## src/rtl/exec_unit.sv

```systemverilog
// Multi-cycle execution unit: fetches one instruction byte (plus an immediate for LDI),
// reads two register-file operands, executes ALU/shift-add multiply and writes back once.
module exec_unit #(
  parameter int MUL_EN = 1
) (
  input  logic       CLK,
  input  logic       areset,
  input  logic       instr_valid,
  input  logic [7:0] instr,
  output logic       instr_ready,
  output logic [1:0] rf_sel_a,
  output logic [1:0] rf_sel_b,
  input  logic [7:0] rf_data_a,
  input  logic [7:0] rf_data_b,
  output logic       rf_we,
  output logic [1:0] rf_sel_e,
  output logic [7:0] rf_wdata,
  output logic       flag_z,
  output logic       flag_c,
  output logic       flag_n,
  output logic       busy
);

  typedef enum logic [2:0] {
    S_IDLE,
    S_IMM,
    S_EXEC,
    S_MUL,
    S_WB
  } state_t;

  state_t      state;
  state_t      next_state;
  logic [7:0]  ir;
  logic [7:0]  result;
  logic [15:0] mul_a;
  logic [7:0]  mul_b;
  logic [15:0] mul_acc;
  logic [15:0] mul_sum;
  logic [2:0]  mul_cnt;
  logic [7:0]  alu_res;
  logic        alu_c;
  logic [3:0]  in_op;
  logic        in_exec_op;

  assign in_op      = instr[7:4];
  assign in_exec_op = (in_op <= 4'h8) || ((in_op == 4'hA) && (MUL_EN != 0));

  assign rf_sel_a = ir[3:2];
  assign rf_sel_b = ir[1:0];
  assign rf_wdata = result;

  always_ff @(posedge CLK) begin
    if (areset) state <= S_IDLE;
    else        state <= next_state;
  end

  always_comb begin
    next_state  = state;
    instr_ready = 1'b0;
    rf_we       = 1'b0;
    busy        = (state != S_IDLE);
    case (state)
      S_IDLE: begin
        instr_ready = 1'b1;
        if (instr_valid) begin
          if (in_op == 4'h9)   next_state = S_IMM;
          else if (in_exec_op) next_state = S_EXEC;
        end
      end
      S_IMM: begin
        instr_ready = 1'b1;
        if (instr_valid) next_state = S_WB;
      end
      S_EXEC:  next_state = (ir[7:4] == 4'hA) ? S_MUL : S_WB;
      S_MUL:   if (mul_cnt == 3'd7) next_state = S_WB;
      S_WB: begin
        rf_we      = 1'b1;
        next_state = S_IDLE;
      end
      default: next_state = S_IDLE;
    endcase
  end

  always_comb begin
    alu_res = 8'h00;
    alu_c   = 1'b0;
    case (ir[7:4])
      4'h0: {alu_c, alu_res} = {1'b0, rf_data_a} + {1'b0, rf_data_b};
      4'h1: begin
        alu_res = rf_data_a - rf_data_b;
        alu_c   = (rf_data_a < rf_data_b);
      end
      4'h2: alu_res = rf_data_a & rf_data_b;
      4'h3: alu_res = rf_data_a | rf_data_b;
      4'h4: alu_res = rf_data_a ^ rf_data_b;
      4'h5: alu_res = ~rf_data_b;
      4'h6: begin
        alu_res = {rf_data_b[6:0], 1'b0};
        alu_c   = rf_data_b[7];
      end
      4'h7: begin
        alu_res = {1'b0, rf_data_b[7:1]};
        alu_c   = rf_data_b[0];
      end
      4'h8: alu_res = rf_data_b;
      default: ;
    endcase
  end

  // One shift-add step: multiplicand shifts left, multiplier shifts right.
  assign mul_sum = mul_acc + (mul_b[0] ? mul_a : 16'h0000);

  always_ff @(posedge CLK) begin
    if (areset) begin
      ir       <= 8'h00;
      result   <= 8'h00;
      rf_sel_e <= 2'b00;
      flag_z   <= 1'b0;
      flag_c   <= 1'b0;
      flag_n   <= 1'b0;
      mul_a    <= 16'h0000;
      mul_b    <= 8'h00;
      mul_acc  <= 16'h0000;
      mul_cnt  <= 3'd0;
    end else begin
      case (state)
        S_IDLE: if (instr_valid) ir <= instr;
        S_IMM: begin
          if (instr_valid) begin
            result   <= instr;
            rf_sel_e <= ir[3:2];
          end
        end
        S_EXEC: begin
          if (ir[7:4] == 4'hA) begin
            mul_a   <= {8'h00, rf_data_a};
            mul_b   <= rf_data_b;
            mul_acc <= 16'h0000;
            mul_cnt <= 3'd0;
          end else begin
            result   <= alu_res;
            rf_sel_e <= ir[3:2];
            if (ir[7:4] != 4'h8) begin
              flag_z <= (alu_res == 8'h00);
              flag_c <= alu_c;
              flag_n <= alu_res[7];
            end
          end
        end
        S_MUL: begin
          mul_acc <= mul_sum;
          mul_a   <= mul_a << 1;
          mul_b   <= mul_b >> 1;
          mul_cnt <= mul_cnt + 3'd1;
          if (mul_cnt == 3'd7) begin
            result   <= mul_sum[7:0];
            rf_sel_e <= ir[3:2];
            flag_z   <= (mul_sum[7:0] == 8'h00);
            flag_c   <= (mul_sum[15:8] != 8'h00);
            flag_n   <= mul_sum[7];
          end
        end
        default: ;
      endcase
    end
  end

endmodule

```

## config.mk

```make
export PLATFORM = sky130hd
export DESIGN_NAME = exec_unit
export DESIGN_NICKNAME = d
export VERILOG_FILES = /design/src/rtl/exec_unit.sv
export SDC_FILE = /design/constraint.sdc
export NUM_CORES = 1
export LEC_CHECK = 0
export ABC_AREA = 1
export CORE_MARGIN = 8
export CORE_UTILIZATION = 40
export DETAILED_ROUTE_END_ITERATION = 8
export DONT_BUFFER_PORTS = 1
export PLACE_DENSITY_LB_ADDON = 0.12
export RECOVER_POWER = 25
export SLEW_MARGIN = 5
export SYNTH_ARGS = -nofsm -noshare
export SYNTH_HDL_FRONTEND = slang
export SYNTH_SLANG_ARGS = --single-unit
export TNS_END_PERCENT = 50
```

## constraint.sdc

```tcl
create_clock -name CLK -period 2.2 [get_ports CLK]
set_input_delay 0.22 -clock CLK [delete_from_list [all_inputs] [get_ports CLK]]
set_output_delay 0.22 -clock CLK [all_outputs]
set_load 0.05 [all_outputs]
```

==> results by group <==
Global route
  – Largest net degree at the start of global routing: 32
  – Gr ovfl total: 0
  – First-pass GRT wire length: 27900 µm
  – Number of global-route vias before repair: 5393
  – Initial antenna violation count: 0
  – Gr usage total: 0.198

Synthesis
  – Primary FF master, synth: dfxtp_1
  – Unique masters post-synth: 36
  – Area share of the largest cell type after synthesis: 0.253
  – Commonest cells post-synth: nand2_1 (283), inv_1 (106), nor2_1 (73)
  – Post-Syn Instances: 870
  – Area leader, netlist: dfxtp_1
  – Ys Warns: 0
  – Seq cells post-synth: 67
  – Avg Inst Size Synth: 6.10 µm²
  – Post-synth EDFFs: 0
  – Ys async rst share: 0
  – Mapped cell area: 5310 µm²
  – Seq/Total Area, Yosys: 0.253
  – Most common cell in the netlist: nand2_1
  – Synth Net Count: 941
  – Synth area leaders: dfxtp_1 (25%), nand2_1 (20%), ha_1 (9.7%)

Power
  – Worst VDD drop: 1.19 mV
  – PD cells: 941 nW/µm²
  – Final Power: 5.86 mW
  – Pleak: 3.04 nW

Clock network
  – Clock tree sinks: 67
  – CTS Buffer Depth: 2
  – Root Driver: clkbuf_16
  – Clock H-tree levels: 3
  – CTS tree: done
  – CTS buffer count: 9
  – Worst-path clk slew: 0.06 ns
  – Clock Latency Late Sink: 0.33 ns

STA
  – Fin crit share: 0.942
  – # setup viols final: 0
  – Max frequency: 0.483 GHz
  – Final worst setup slack: 0.128 ns
  – Slew headroom: 0.504
  – Worst hold slack: 0.0452 ns
  – Max-slew violation count: 0
  – Final hold viol count: 0
  – Worst-margin pin slew: 0.743 ns
  – Unrepaired setup endpoints after global routing: true
  – Clock skew: 0.00524 ns
  – Final setup TNS: 0 ns
  – Fin crit period: 2.07 ns

Worst setup path
  – Crit path max fanout: 4
  – Crit. End Element: register
  – CP required: 2.42 ns
  – WP data arrival: 2.29 ns
  – Worst R2R Path Depth: 15
  – Crit path kind: reg2reg
  – Startpoint class of the critical path: register

Die
  – Die Y: 131 µm
  – Overall die width: 131 µm
  – Core area: 13100 µm²
  – I/O pins: 47
  – FP Rows: 42
  – Initial core utilization: 0.406
  – Die area: 17200 µm²

Route
  – WL/cell: 16.3 µm
  – Antenna-violating nets left: 0
  – Detailed-route wire length: 17400 µm
  – Vias per cell: 5.30
  – Detailed-route via count: 5639
  – First-pass DRT Iterations: 5
  – Post-route DRC: 0
  – Starting DRT DRC Count: 488

Cells and area
  – Area Growth Syn to Fin: 17.2%
  – Non-filler cells in the finished layout: 1063
  – Final nets: 954
  – Design area: 6220 µm²
  – Layout cells sized above 1: 0.124
  – Fin util: 0.476
  – ANT cells: 0

Run
  – Max-cap viol count: 0

Worst hold path
  – Min-delay worst type: in2reg
  – Hold Path Depth: 2

Placement
  – Post-DP HPWL: 13500 µm
  – Place WS: -0.00884 ns
  – Placed cell areas: 5580 µm²
  – Cell count after placement: 1043
  – Routability Congestion: 0.877
  – Port buffer count: 0

Run status
  – Outcome: finished clean
[worst max-delay path, cell delays in order (launching register included)]
cell	delay [ns]
dfxtp_2	0.33
buf_6	0.12
nand2_2	0.06
inv_2	0.04
ha_4	0.15
fa_2	0.37
nand3_2	0.08
nand3_2	0.09
nand2_1	0.10
nand2_2	0.07
xnor2_2	0.16
nand3_1	0.11
nor2_1	0.11
nand2_1	0.07
nand2_2	0.06
a21oi_2	0.05
[timing repair]
| item | 4_1_cts | 5_1_grt |
|---|---|---|
| gates resized for setup | 1 | 57 |
| setup buffers | 2 | 2 |
| endpoints found under the hold margin | 31 | 0 |
| endpoints found under the setup margin | 1 | 11 |
| pin swaps | 2 | 17 |
| hold buffers | 1 | 0 |
[path summary, 6_finish.rpt]
kind,from,end,slack [ns]
max,mul_b[0]$_SDFFE_PP0P_,flag_c$_SDFFE_PP0P_,0.13
min,rf_data_b[7],mul_b[7]$_SDFFE_PP0P_,0.05
max reg2reg,mul_b[0]$_SDFFE_PP0P_,flag_c$_SDFFE_PP0P_,0.13
min reg2reg,mul_b[7]$_SDFFE_PP0P_,mul_b[7]$_SDFFE_PP0P_,0.46
[power breakdown]
group	leakage, nW	switching (mW)	internal [mW]
Sequential	0.545	0.648	1.45
Combinational	2.34	1.53	0.677
Clock	0.152	0.561	0.989
[per-layer routing]
| layer | wire length (µm) | vias to the layer above | global-route usage |
|---|---|---|---|
| li1 | - | 2824 | - |
| met5 | 0 | - | 0 |
| met3 | 1160 | 26 | 0.0438 |
| met1 | 7960 | 2638 | 0.261 |
| met2 | 7910 | 151 | 0.316 |
| met4 | 350 | 0 | 0.0613 |
[kinds of logic (layout without fill, tap and decap cells)]
group	Yosys count	after routing	share of synthesized area
AOI/OAI and AO/OA	147	147	0.151
xor gates and xnor gates	9	9	0.0148
adders and majority gates	44	44	0.108
buffers and inverters	142	159	0.110
DFF	67	67	0.253
and+or+nand+nor	461	461	0.364
[area by class of cell]
type / instances / area [µm²]
Fill cell: 1358 / 6860
Multi-Input combinational cell: 661 / 3660
Sequential cell: 67 / 1340
Inverter: 109 / 409
Timing Repair Buffer: 35 / 279
Clock buffer: 9 / 225
Tap cell: 176 / 220
Clock inverter: 6 / 90.1
[sequential cells by signal, summed over array words and instances (netlist names)]
signal / flops
mul_a: 16
mul_acc: 16
ir: 8
mul_b: 8
rf_wdata: 8
mul_cnt: 3
state: 3
rf_sel_e: 2
flag_c: 1
flag_n: 1
flag_z: 1
[cells in the final DEF, fill, tap and decap left out, types with 3 or more instances in the layout]
cell	count
a41oi_1	4
ha_1	29
o21ai_0	43
nand3_2	3
ha_4	11
nor2_1	69
dfxtp_1	66
nand3_1	65
xnor2_1	3
nand3b_1	5
nor3_1	3
nor2_2	6
o21ai_1	4
nand4_1	11
xor2_1	4
clkbuf_16	9
a31oi_1	20
a21oi_2	7
nand2_2	11
nand2_1	271
o211ai_1	5
buf_4	30
nor2_4	3
inv_1	104
a21oi_1	60
or2_2	3
inv_2	5
(Power assumes the default switching activity.)
